===== src/rtl/core_seq_ctrl.sv =====
// Multi-cycle instruction sequencer for the RV64 subset core.
// Steps FETCH/DECODE/EXEC/MEM/WB with memory handshakes, retire count and traps.
module core_seq_ctrl #(
    parameter int TIMEOUT_CYCLES = 15,
    parameter int INSTRET_W      = 32
) (
    input  logic                 clk,
    input  logic                 rst,
    input  logic                 run_en,
    input  logic                 step_req,
    input  logic [6:0]           opcode,
    input  logic                 branch_taken,
    input  logic                 imem_ack,
    input  logic                 dmem_ack,
    output logic                 imem_req,
    output logic                 ir_load,
    output logic                 pc_load,
    output logic                 pc_branch,
    output logic                 rf_we,
    output logic                 dmem_req,
    output logic                 dmem_re,
    output logic                 dmem_we,
    output logic                 halted,
    output logic                 error,
    output logic [1:0]           err_code,
    output logic [2:0]           state,
    output logic [INSTRET_W-1:0] instret
);

    typedef enum logic [2:0] {
        S_IDLE   = 3'd0,
        S_FETCH  = 3'd1,
        S_DECODE = 3'd2,
        S_EXEC   = 3'd3,
        S_MEM    = 3'd4,
        S_WB     = 3'd5,
        S_HALT   = 3'd6,
        S_ERR    = 3'd7
    } state_t;

    typedef enum logic [1:0] {
        C_ALU = 2'd0,
        C_LD  = 2'd1,
        C_ST  = 2'd2,
        C_BR  = 2'd3
    } cls_t;

    localparam logic [6:0] OP_R   = 7'b0110011;
    localparam logic [6:0] OP_I   = 7'b0010011;
    localparam logic [6:0] OP_LD  = 7'b0000011;
    localparam logic [6:0] OP_ST  = 7'b0100011;
    localparam logic [6:0] OP_BR  = 7'b1100011;
    localparam logic [6:0] OP_SYS = 7'b1110011;

    // wait_cnt only has to reach TIMEOUT_CYCLES-1, the last accepting cycle
    localparam int WW = (TIMEOUT_CYCLES > 1) ? $clog2(TIMEOUT_CYCLES) : 1;
    localparam logic [WW-1:0] WAIT_LAST =
        WW'((TIMEOUT_CYCLES > 0) ? TIMEOUT_CYCLES - 1 : 0);

    state_t          st_q;
    state_t          st_d;
    state_t          retire_to;
    cls_t            cls_q;
    cls_t            dec_cls;
    logic            dec_ok;
    logic            dec_sys;
    logic            step_mode;
    logic [WW-1:0]   wait_cnt;
    logic            waiting;
    logic            ack_now;
    logic            expire;
    logic            retire;
    logic [1:0]      err_d;

    assign state     = st_q;
    assign waiting   = (st_q == S_FETCH) || (st_q == S_MEM);
    assign ack_now   = (st_q == S_FETCH) ? imem_ack : dmem_ack;
    assign expire    = (TIMEOUT_CYCLES != 0) && (wait_cnt == WAIT_LAST);
    assign retire_to = (run_en && !step_mode) ? S_FETCH : S_IDLE;

    assign retire = ((st_q == S_EXEC) && (cls_q == C_BR))
                 || ((st_q == S_MEM) && (cls_q == C_ST) && dmem_ack)
                 || (st_q == S_WB);

    always_comb begin
        dec_cls = C_ALU;
        dec_ok  = 1'b1;
        dec_sys = 1'b0;
        unique case (opcode)
            OP_R, OP_I: dec_cls = C_ALU;
            OP_LD:      dec_cls = C_LD;
            OP_ST:      dec_cls = C_ST;
            OP_BR:      dec_cls = C_BR;
            OP_SYS:     dec_sys = 1'b1;
            default:    dec_ok  = 1'b0;
        endcase
    end

    always_ff @(posedge clk) begin
        if (rst) begin
            st_q      <= S_IDLE;
            cls_q     <= C_ALU;
            step_mode <= 1'b0;
            wait_cnt  <= '0;
            instret   <= '0;
            err_code  <= 2'b00;
        end else begin
            st_q <= st_d;
            if (st_q == S_DECODE)
                cls_q <= dec_cls;
            if (retire)
                instret <= instret + INSTRET_W'(1);
            if (waiting && !ack_now && (TIMEOUT_CYCLES != 0))
                wait_cnt <= wait_cnt + WW'(1);
            else
                wait_cnt <= '0;
            if (st_q == S_IDLE)
                step_mode <= !run_en && step_req;
            else if (retire && (st_d == S_IDLE))
                step_mode <= 1'b0;
            if ((st_d == S_ERR) && (st_q != S_ERR))
                err_code <= err_d;
        end
    end

    // an ack in the expiry cycle takes priority over the timeout
    always_comb begin
        st_d  = st_q;
        err_d = 2'b00;
        unique case (st_q)
            S_IDLE: begin
                if (run_en || step_req)
                    st_d = S_FETCH;
            end
            S_FETCH: begin
                if (imem_ack) begin
                    st_d = S_DECODE;
                end else if (expire) begin
                    st_d  = S_ERR;
                    err_d = 2'b01;
                end
            end
            S_DECODE: begin
                if (dec_sys) begin
                    st_d = S_HALT;
                end else if (!dec_ok) begin
                    st_d  = S_ERR;
                    err_d = 2'b11;
                end else begin
                    st_d = S_EXEC;
                end
            end
            S_EXEC: begin
                unique case (cls_q)
                    C_BR:       st_d = retire_to;
                    C_LD, C_ST: st_d = S_MEM;
                    default:    st_d = S_WB;
                endcase
            end
            S_MEM: begin
                if (dmem_ack) begin
                    st_d = (cls_q == C_ST) ? retire_to : S_WB;
                end else if (expire) begin
                    st_d  = S_ERR;
                    err_d = 2'b10;
                end
            end
            S_WB:    st_d = retire_to;
            default: st_d = st_q;
        endcase
    end

    always_comb begin
        imem_req  = 1'b0;
        ir_load   = 1'b0;
        pc_load   = 1'b0;
        pc_branch = 1'b0;
        rf_we     = 1'b0;
        dmem_req  = 1'b0;
        dmem_re   = 1'b0;
        dmem_we   = 1'b0;
        halted    = 1'b0;
        error     = 1'b0;
        unique case (st_q)
            S_FETCH: begin
                imem_req = 1'b1;
                ir_load  = imem_ack;
            end
            S_EXEC: begin
                if (cls_q == C_BR) begin
                    pc_load   = 1'b1;
                    pc_branch = branch_taken;
                end
            end
            S_MEM: begin
                dmem_req = 1'b1;
                dmem_re  = (cls_q == C_LD);
                dmem_we  = (cls_q == C_ST);
                pc_load  = (cls_q == C_ST) && dmem_ack;
            end
            S_WB: begin
                rf_we   = 1'b1;
                pc_load = 1'b1;
            end
            S_HALT:  halted = 1'b1;
            S_ERR:   error  = 1'b1;
            default: ;
        endcase
    end

endmodule

===== config.mk =====
export PLATFORM = sky130hd
export DESIGN_NAME = core_seq_ctrl
export DESIGN_NICKNAME = d
export VERILOG_FILES = /design/src/rtl/core_seq_ctrl.sv
export SDC_FILE = /design/constraint.sdc
export NUM_CORES = 1
export LEC_CHECK = 0
export CORE_MARGIN = 5
export CORE_UTILIZATION = 44
export DETAILED_ROUTE_END_ITERATION = 6
export HOLD_SLACK_MARGIN = 0.06
export PLACE_DENSITY = 0.81
export SLEW_MARGIN = 30
export SYNTH_ARGS = -nofsm -noshare
export SYNTH_HDL_FRONTEND = slang
export SYNTH_SLANG_ARGS = --single-unit
export TNS_END_PERCENT = 30

===== constraint.sdc =====
create_clock -name clk -period 1.85 [get_ports clk]
set_input_delay 0.555 -clock clk [delete_from_list [all_inputs] [get_ports clk]]
set_output_delay 0.555 -clock clk [all_outputs]
set_load 0.05 [all_outputs]

==> results of run 1 <==
==> layer usage <==
layer | wire (um) | up-vias
li1 | - | 1202
met1 | 3610 | 1348
met2 | 4690 | 170
met3 | 640 | 42
met4 | 284 | 0
met5 | 0 | -
==> synthesized netlist by cell type (all sizes together) <==
cell	instances
mux2i	2
a21oi	7
nand2	14
o221ai	1
o211ai	1
or4	1
o22ai	3
nand4	9
and3	7
or4b	1
o31ai	1
xor2	10
nand3	13
and3b	2
nor3	11
and2	3
nand4bb	1
nor2b	4
nor3b	2
dfxtp	44
xnor2	23
buf	6
o21bai	1
a311oi	2
o21ai	5
nor4bb	1
a41o	1
a31oi	1
nor4	14
o21a	1
inv	9
ha	7
clkbuf	8
nor2	48
nand4b	1
nand2b	5
and4	2
or3	3
or3b	1
==> report_power, final <==
part	internal [uW]	leakage, uW	switching, uW	total [uW]
sequential	982	0.000359	40.0	1020
clock	400	0.0000541	343	742
combinational	482	0.00144	515	997
==> through the flow <==
step | setup slack (ps) | power, uW
2_1_floorplan | -359 | 1470
3_5_place_dp | -589 | 1830
3_3_place_gp | -507 | 1810
5_1_grt | -230 | 2840
4_1_cts | -134 | 2620
6_report | -204 | 2760
==> logic make-up after synthesis <==
logic type	Yosys count
and+or+nand+nor	143
adders and majority gates	7
muxes	2
buffers and inverters	23
DFF	44
AOI/OAI and AO/OA	24
xor gates and xnor gates	33
==> repair_timing <==
action	4_1_cts	5_1_grt
pin swaps	11	21
resized for setup	34	38
setup endpoints to repair	45	42
setup buffers	6	9
==> critical path, delay by kind of cell (launching register included) <==
family | cells | cell delay (ps)
AOI/OAI and AO/OA | 2 | 330
adders and majority gates | 1 | 140
buffers and inverters | 3 | 350
DFF | 1 | 370
==> registers in the layout (all words and copies together) (netlist names) <==
| signal | count |
|---|---|
| cls_q | 2 |
| err_code | 2 |
| instret | 32 |
| state | 3 |
| step_mode | 1 |
| wait_cnt | 4 |
==> worst max-delay path by stage <==
stage / to / slack (ps)
after detailed placement: instret[18] / -590
after global placement: err_code[1] / -510
after global routing: pc_load / -230
after floorplan: instret[20] / -360
after CTS: pc_load / -130
final: pc_load / -200
==> layout make-up <==
cell class / instances / share of cell area
timing repair buffer: 128 / 0.350
tap: 70 / 0.0199
multi-input combinational: 209 / 0.392
clock inverter: 3 / 0.00969
sequential: 44 / 0.205
inverter: 9 / 0.00826
clock buffer: 5 / 0.0157
==> summary.md, run 1 <==
| Metric | Value |
|---|---|
| R2r worst-path depth | 11 |
| Peak supply drop | around 0.63 mV |
| Die Ht | 82.7 um |
| Slew HR | 0.697 |
| Synthesized net count | 297 |
| Syn Area/Cell | between 8 and 9 um^2 |
| Hold Crit Class | register to register |
| Register area share after synthesis | 0.379 |
| CP startpoint kind | register |
| Number of global-route vias before repair | 2554 |
| Crit path cell chain | inv_4, ha_4, a21oi_4, o31ai_4, buf_6, buf_12 |
| Crit. End Element | output pin |
| Die Wd | 82.7 um |
| Starting DRC count in detailed routing | 259 |
| Worst-path clk slew | 90 ps |
| Fraction of layout cells with a size suffix above 1 | 0.460 |
| Clk sinks | 44 |
| Area delta synth->final | 89.0% |
| Pwr dens | 629 nW/um^2 |
| Commonest non-fill, non-tap cells in the layout | buf_4 (65), nor2_1 (45), buf_12 (40) |
| Initial Util | 0.455 |
| FF/Latch Area | 901 um^2 |
| Fmax | 487 MHz |
| Main combinational cell family by area after synthesis | simple AND/OR/NAND/NOR gates |
| CTS Buf Count | 5 |
| Vias per cell | 5.90 |
| GR Overflow Total | 0 |
| Hold_sp | wait_cnt[0] |
| Row count | 26 |
| Critical path type | register to output pin |
| Initial antenna violation count | 0 |
| Tot GR Track Use | 0.245 |
| # hold bufs at CTS | 0 |
| Met1 Resource Use GR | 0.294 |
| Post-DP HPWL | 5310 um |
| Footprint of the multi-input gates | 1720 um^2 |
| Grt met3 use | 0.0607 |
| Reg-to-Reg End | instret[29] |
| CP arrival | about 1500 ps |
| Post-DRT Antenna Nets | 0 |
| Final Hold Slack | 462 ps |
| Final instance area | 4390 um^2 |
| Nets | 418 |
| Final hold vios | 0 |
| Synth Area in Compound Gates | 0.0754 |
| Unique masters post-synth | 46 |
| Leakage power | 0.00185 uW |
| Worst Path Max Fanout | 4 |
| Io pins | between 60 and 70 |
| Most common cell after layout, fill and taps aside | buf_4 |
| Status | finished with violations |
| Gate Count Post-Synth | 276 |
| Port Buffers | 60 |
| Final Max Tran Viols | 0 |
| Final core occ | 0.860 |
| Max-Cap Viols | 0 |
| First-pass DRT Iterations | 5 |
| CORE AREA | 5110 um^2 |
| Synth Warn # | 0 |
| GR peak layer | met2 |
| DP Area | 3880 um^2 |
| Final min period | 2050 ps |
| Wire per inst | between 15 and 20 um |
| Post-Synth Adder-Cell Area | 0.0377 |
| Remaining DRCs | 0 |
| Top-area cell type share of the netlist area | 0.379 |
| Hold path cells | 1 |
| H-tree depth | 2 |
| RePlAce Congestion | 0.924 |
| Worst path max stage delay | 370 ps |
| Root Driver | clkbuf_8 |
| Multiplexer share of the synthesized area | 0.00862 |
| Slew @ Worst Pin | approximately 450 ps |
| Final setup viols | 34 |
| R2R setup slack | -170 ps |
| CP max stage cell | dfxtp_4 |
| Finished Layout Cells | 468 |
| Pin count of the biggest net entering global routing | 17 |
| Final worst slack | -204 ps |
| Worst Setup SP | cls_q[0] |
| Clk_lat worst skew | 300 ps |
| Synth Area in Simple Gates | 0.332 |
| Xor and xnor area share after synthesis | 0.124 |
| Cell area after synthesis | 2320 um^2 |
| Post-Route Skew | 7.21 ps |
| Cell accounting for the most synthesized area | dfxtp_1 |
| Vias | 2762 |
| Hold path endpoint | wait_cnt[0] |
| First-pass GRT wire length | ~13000 um |
| Final Cycle Share | 1.11 |
| Placed Instances | 445 |
| Worst path required time | ~1300 ps |
| CTS tree | yes |
| R2r startpoint | cls_q[0] |
| Sum Neg Setup Slack | -2530 ps |
| Final WL | approximately 9000 um |
| Synth top area cells | dfxtp_1 (38%), xnor2_1 (8.7%), nor2_1 (7.6%), ha_1 (3.8%), xor2_1 (3.8%) |
| RSZ-0062 raised after global routing | true |
| Post-synthesis register bit count | 44 |
| Die ar. | 6830 um^2 |
| Failing checks | negative setup slack |
| Met2 Track Usage GR | 0.435 |
| Ant diodes | 0 |
| # fillers | 225 |
| CTS max path bufs | 2 |
Power figures use the tool's default switching activity.
==> run 2, diff against run 1 <==
CORE_MARGIN = 2   (was 5)
==> run 2 against run 1 <==
Against the previous run: the run still ends with negative setup slack left; power fell by 7.5%; wire length fell by 5.3%; global-route usage rose by 0.25 points; register-to-register slack got worse by 30 ps; clock power fell by 19%; worst setup slack got worse by 52 ps; die area fell by 14%; maximum frequency fell by 2.4%; core utilization fell by 0.93 points; sequential power barely moved; critical endpoint is now err_code[0].
==> summary.md, run 2 (synthesis gave the netlist of run 1 again) <==
| Metric | Value |
|---|---|
| Fraction of layout cells with a size suffix above 1 | 0.443 (was 0.460) |
| Most common cell after layout, fill and taps aside | buf_4 (unchanged) |
| Pin count of the biggest net entering global routing | 27 (was 17) |
| RSZ-0062 raised after global routing | true (unchanged) |
| Post-Route Skew | 8.32 ps (was 7.21 ps) |
| Peak supply drop | 0.494 mV (was 0.633 mV) |
| Slew @ Worst Pin | 412 ps (was 450 ps) |
| Worst-path clk slew | 80 ps (was 90 ps) |
| Failing checks | negative setup slack (unchanged) |
| Clk_lat worst skew | 300 ps (about the same) |
| Finished Layout Cells | 467 (was 468) |
| Nets | 417 (was 418) |
| RePlAce Congestion | 0.868 (was 0.924) |
| Clk sinks | 44 (unchanged) |
| DP Area | 3910 um^2 (was 3880 um^2) |
| Final Cycle Share | 1.14 (was 1.11) |
| CTS max path bufs | 2 (unchanged) |
| Die Wd | 76.7 um (was 82.7 um) |
| First-pass GRT wire length | 11700 um (was 12600 um) |
| Vias | 2666 (was 2762) |
| Remaining DRCs | 0 (unchanged) |
| Post-DRT Antenna Nets | 0 (unchanged) |
| CTS Buf Count | 5 (unchanged) |
| Row count | 26 (unchanged) |
| Vias per cell | 5.71 (was 5.90) |
| CORE AREA | 5110 um^2 (unchanged) |
| Final Max Tran Viols | 0 (unchanged) |
| Number of global-route vias before repair | 2444 (was 2554) |
| Largest reg by FF count | instret (unchanged) |
| First-pass DRT Iterations | 5 (unchanged) |
| Post-DP HPWL | 4890 um (was 5310 um) |
| # fillers | 237 (was 225) |
| Crit. End Element | register (was output pin) |
| Final setup viols | 31 (was 34) |
| Dpl ws | -624 ps (was -589 ps) |
| Worst Path Max Fanout | 3 (was 4) |
| CP startpoint kind | input pin (was register) |
| Max-Cap Viols | 0 (unchanged) |
| Commonest non-fill, non-tap cells in the layout | buf_4 (64), nor2_1 (46), buf_12 (42) (was buf_4 (65), nor2_1 (45), buf_12 (40)) |
| Die Ht | 76.7 um (was 82.7 um) |
| Final instance area | 4340 um^2 (was 4390 um^2) |
| Slew HR | 0.725 (was 0.697) |
| Port Buffers | 60 (unchanged) |
| Die ar. | 5880 um^2 (was 6830 um^2) |
| CP arrival | 2280 ps (was 1500 ps) |
| Final core occ | 0.850 (was 0.860) |
| Fmax | 475 MHz (was 487 MHz) |
| Final min period | 2110 ps (was 2050 ps) |
| Placed Instances | 445 (unchanged) |
| Starting DRC count in detailed routing | 227 (was 259) |
| Hold Crit Class | register to register (unchanged) |
| Final Hold Slack | 480 ps (was 462 ps) |
| Io pins | 61 (unchanged) |
| Final WL | 8750 um (was 9230 um) |
| Final worst slack | -256 ps (was -204 ps) |
| CTS tree | yes (unchanged) |
| Area delta synth->final | 86.9% (was 89.0%) |
| Status | finished with violations (unchanged) |
| Critical path type | input pin to register (was register to output pin) |
| Wire per inst | 18.7 um (was 19.7 um) |
| Final hold vios | 0 (unchanged) |
| Ant diodes | 0 (unchanged) |
| Initial Util | 0.455 (unchanged) |
| Root Driver | clkbuf_8 (unchanged) |
| Pwr dens | 588 nW/um^2 (was 629 nW/um^2) |
| Worst path required time | 2020 ps (was 1290 ps) |
| Max reg flops | 32 (unchanged) |
| GR Overflow Total | 0 (unchanged) |
| Initial antenna violation count | 0 (unchanged) |
| # hold bufs at CTS | 0 (unchanged) |
| Tot GR Track Use | 0.248 (was 0.245) |
| Leakage power | 0.00180 uW (was 0.00185 uW) |
| H-tree depth | 2 (unchanged) |
## run 2: final cells by class
class,count,area (um^2),area share
clock buffers,6,72.6,0.0167
clock inverters,2,11.3,0.00259
inverters,9,33.8,0.00778
multi-input cells,209,1690,0.390
flip-flops and latches,44,897,0.207
well taps,70,87.6,0.0202
repair buffers,127,1550,0.357
## run 2: worst max-delay path: stages
cell             delay [ps]
clkdlybuf4s50_1         500
nor2b_1                 230
o211ai_1                120
a21oi_1                 210
o22ai_2                 140
a311oi_2                370
o22ai_1                 140
## run 2: what timing repair did
action / CTS / global route
setup buffers: 6 / 8
resized for setup: 19 / 40
pin swaps: 4 / 16
setup endpoints to repair: 44 / 42
## run 2: final timing paths
kind,startpoint,slack [ps],cells past startpoint,to
min,err_code[1],480,1,err_code[1]
min reg2reg,err_code[1],480,1,err_code[1]
max,run_en,-260,7,err_code[0]
max reg2reg,state[0],-200,7,err_code[0]
## run 2: stage by stage
| stage | total power, uW | TNS (ps) |
|---|---|---|
| 6_report | 2550 | -2490 |
| 5_1_grt | 2630 | -4150 |
| 3_5_place_dp | 1820 | -19090 |
| 2_1_floorplan | 1470 | -9900 |
| 3_3_place_gp | 1800 | -17120 |
| 4_1_cts | 2440 | -873 |
## run 2: per-layer routing
metal	share of wire	GRT usage	routed length (um)
met5	0	0	0
met4	0.037	0.0818	321
met3	0.071	0.0529	624
met2	0.51	0.427	4420
met1	0.39	0.305	3380
## run 2: report_power, final
part | internal [uW] | switching, uW
combinational | 440 | 494
sequential | 980 | 40.2
clock | 262 | 336
==> variant 1: new RTL, flow settings as in run 2 <==
Re-encode `cls_t` (4 values) as one-hot, 4 bits wide.
--- a/src/rtl/core_seq_ctrl.sv
+++ b/src/rtl/core_seq_ctrl.sv
@@ -39,9 +39,9 @@
     } state_t;
 
-    typedef enum logic [1:0] {
-        C_ALU = 2'd0,
-        C_LD  = 2'd1,
-        C_ST  = 2'd2,
-        C_BR  = 2'd3
+    typedef enum logic [3:0] {
+        C_ALU = 4'b0001,
+        C_LD  = 4'b0010,
+        C_ST  = 4'b0100,
+        C_BR  = 4'b1000
     } cls_t;
 
Function: same outputs for any inputs over 10 cycles, from zero or initial values and one cycle with rst high; not proved beyond that.
==> variant 1 against run 2 <==
The run still ends with setup timing left; synthesized area up 1.3%; worst setup slack worse by 0.050 ns; routed wire length down 17%; sequential share of layout area up 4.0 points; first-iteration DRC count down 49%; sequential cell count up 2; final area down 8.8%.
Power is not compared: it rests on default switching activity, and its combinational part moved more than twofold at a synthesized area within 25%.
==> variant 1: results (changes against run 2) <==
STA
  • Final setup viols: 33 (was 31)
  • Setup tns final: -5.006 ns (was -2.488 ns)
  • Fin worst setup slack: -0.3055 ns (was -0.2558 ns)
  • Setup Skew: 0.006490 ns (was 0.008316 ns)

Setup path
  • Worst reg-to-reg path cell count: 6 (was 7)
  • Reg2Reg Launch Point: cls_q[1] (was state[0])
  • R2R setup slack: -0.24 ns (was -0.20 ns)
  • Worst EP arrival: 1.60 ns (was 2.28 ns)
  • R2R Path End: instret[30] (was err_code[0])

Global route
  • Total track usage: 0.2379 (was 0.2475)
  • First-pass GRT wire length: 11650 um (was 11720 um)
  • Met1 Track Usage GR: 0.2834 (was 0.3054)
  • Vias in the first global route: 2593 (was 2444)
  • GR Util met3: 0.04000 (was 0.05294)

Detailed routing
  • Met1 WL: 3046 um (was 3377 um)
  • Pre-antenna DRT Iters: 4 (was 5)
  • Via Count: 2711 (was 2666)
  • Met2 wire length: 3713 um (was 4423 um)
  • Via density: 5.555 (was 5.709)
  • Final Routed Wirelength: 7272 um (was 8747 um)
  • Met3 routed wirelength: 331 um (was 624 um)

Cells and area
  • Area delta synth->final: 68.26% (was 86.91%)
  • FF/Latch Area: 977.2 um2 (was 897.1 um2)
  • Inverters: 13 (was 9)
  • Multi-input logic cell count: 224 (was 209)

Logic synthesis
  • Syn nets: 312 (was 297)
  • Sequential area share after synthesis: 0.3913 (was 0.3791)
  • Area contributors post-synth: dfxtp_1 (39%), a21oi_1 (7.0%), nor2_1 (5.6%) (was dfxtp_1 (38%), xnor2_1 (8.7%), nor2_1 (7.6%))
  • Distinct cell type count after synthesis: 40 (was 46)

Placed design
  • Pre-CTS setup slack: -0.6548 ns (was -0.6241 ns)
  • Placed insts: 472 (was 445)
  • Routability cong.: 0.8815 (was 0.8681)
  • Placed cell area: 0.003633 mm2 (was 0.003906 mm2)

Clocking
  • Post-CTS resize count: 26 (was 19)

Run status
  • Violated checks: setup timing (unchanged)
  • Status: finished with violations (unchanged)

Hold path
  • WHS Path Cells: 2 (was 1)

Floorplan
  • Core area: 0.005140 mm2 (was 0.005107 mm2)
-- variant 1: cell count changes after synthesis, moves of 5 or more --
cell,before,now
o31ai_1,0,6
nand3_1,11,16
a21oi_1,6,33
or4_1,1,6
nor4_1,12,2
nor2_1,47,35
xor2_1,10,1
o21ai_0,5,17
xnor2_1,23,15
or3_1,3,15
-- variant 1: worst max-delay path by stage --
stage / end / from / slack [ns]
after floorplan: instret[26] / state[1] / -0.18
after global placement: instret[16] / dmem_ack / -0.59
after detailed placement: instret[20] / dmem_ack / -0.65
after CTS: pc_load / cls_q[2] / -0.30
after global routing: pc_load / cls_q[1] / -0.34
final: pc_load / cls_q[1] / -0.31
-- variant 1: logic make-up (layout without fill, tap and decap cells) --
group,after synthesis,count (layout),synth area share
flip-flops,46,46,0.3913
XOR/XNOR,16,16,0.05955
AND/OR/NAND/NOR,132,132,0.2998
AO/OA/AOI/OAI,73,73,0.1903
adder cells (fa/ha/maj),3,3,0.01595
buffers and inverters,25,148,0.04306
==> variant 2: new RTL, flow settings as in run 2 <==
Without the edit above. `TIMEOUT_CYCLES`: 15 -> 16.
--- a/src/rtl/core_seq_ctrl.sv
+++ b/src/rtl/core_seq_ctrl.sv
@@ -2,5 +2,5 @@
 // Steps FETCH/DECODE/EXEC/MEM/WB with memory handshakes, retire count and traps.
 module core_seq_ctrl #(
-    parameter int TIMEOUT_CYCLES = 15,
+    parameter int TIMEOUT_CYCLES = 16,
     parameter int INSTRET_W      = 32
 ) (
Check against the original RTL: same outputs for any inputs over 10 cycles, from zero or initial values and one cycle with rst high; that may be too few to reach the edited logic, so the function may still have changed.
==> variant 2 against run 2 <==
The run still ends with setup timing left; power fell by 0.52%; clock skew barely moved; final area fell by 9.2%; routed wire length fell by 25%; sequential cell count did not move; first-iteration DRC count fell by 21%; synthesized area fell by 2.8%; worst setup slack got worse by 0.0090 ns; synthesized cell count fell by 0.72%; combinational power fell by 9.1%; sequential share of layout area rose by 3.4 points; critical path type is now flip-flop to output pin; largest cell class unchanged; largest power group unchanged.
==> variant 2: results (changes against run 2) <==
Detailed routing
  • Met2 wire length: 3422 um (was 4423 um)
  • Pre-antenna DRT Iters: 4 (was 5)
  • Final Routed Wirelength: 6554 um (was 8747 um)
  • DRT iter0 DRCs: 180 (was 227)
  • Met3 routed wirelength: 281 um (was 624 um)
  • Met1 WL: 2679 um (was 3377 um)

Power and ir drop
  • Lkg Pwr: 1.685 nW (was 1.804 nW)

Placed design
  • Routability cong.: 0.8471 (was 0.8681)
  • Placed insts: 449 (was 445)
  • Pre-CTS setup slack: -0.7926 ns (was -0.6241 ns)

Cells and area
  • Fillers: 325 (was 237)
  • Non-filler cells, final: 463 (was 467)
  • Fin nets: 412 (was 417)

Setup path
  • Cell family with the largest share of critical-path delay: buffers and inverters (was compound AO/OA/AOI/OAI gates)
  • Max stage delay on crit path: 0.37 ns (was 0.50 ns)
  • CP max FO: 4 (was 3)
  • Slowest CP cell: dfxtp_4 (was clkdlybuf4s50_1)

STA
  • Fin worst setup slack: -0.2649 ns (was -0.2558 ns)
  • Slew at the pin closest to its max-slew limit: 0.3188 ns (was 0.4124 ns)
  • Final setup viols: 30 (was 31)

Clocking
  • Post-CTS resize count: 23 (was 19)
  • Setup bufs post-CTS: 2 (was 6)

Run status
  • Violated checks: setup timing (unchanged)
  • Status: finished with violations (unchanged)

Global route
  • Total track usage: 0.2285 (was 0.2475)
  • Met1 Track Usage GR: 0.2770 (was 0.3054)
  • First-pass GRT wire length: 10050 um (was 11720 um)
  • Largest net degree at the start of global routing: 24 (was 27)
  • Vias in the first global route: 2259 (was 2444)

Logic synthesis
  • Mux share of post-synthesis cell area: 0.008864 (was 0.008616)
  • Commonest cells in the netlist: nor2_1 (49), dfxtp_1 (44), nand2_1 (23) (was nor2_1 (47), dfxtp_1 (44), xnor2_1 (23))
  • Area share of fa/ha/maj cells after synthesis: 0.03324 (was 0.03770)
  • Compound-Gate Fraction of Synth Area: 0.09418 (was 0.07539)

Floorplan
  • Die extent in x: 75.65 um (was 76.67 um)
==> variant 2: where the power goes <==
group,internal [mW],switching [mW]
sequential,0.967,0.0418
clock,0.346,0.336
combinational,0.418,0.431
total,1.73,0.808
==> variant 2: path summary, 6_finish.rpt <==
kind              slack [ns]     endpoint  depth (start not counted)         from
hold reg to reg         0.46  wait_cnt[0]                          1  wait_cnt[0]
hold / removal          0.46  wait_cnt[0]                          1  wait_cnt[0]
setup reg to reg       -0.24  instret[16]                         10     cls_q[0]
setup / recovery       -0.26      pc_load                          7     cls_q[0]
==> variant 2: layout make-up <==
type / count / area (um2) / area share
clock inverter: 2 / 11.26 / 0.002857
sequential: 44 / 948.4 / 0.2406
clock buffer: 6 / 93.84 / 0.02381
multi-input combinational: 208 / 1499 / 0.3803
tap: 70 / 87.58 / 0.02222
timing repair buffer: 123 / 1256 / 0.3187
inverter: 10 / 45.04 / 0.01143
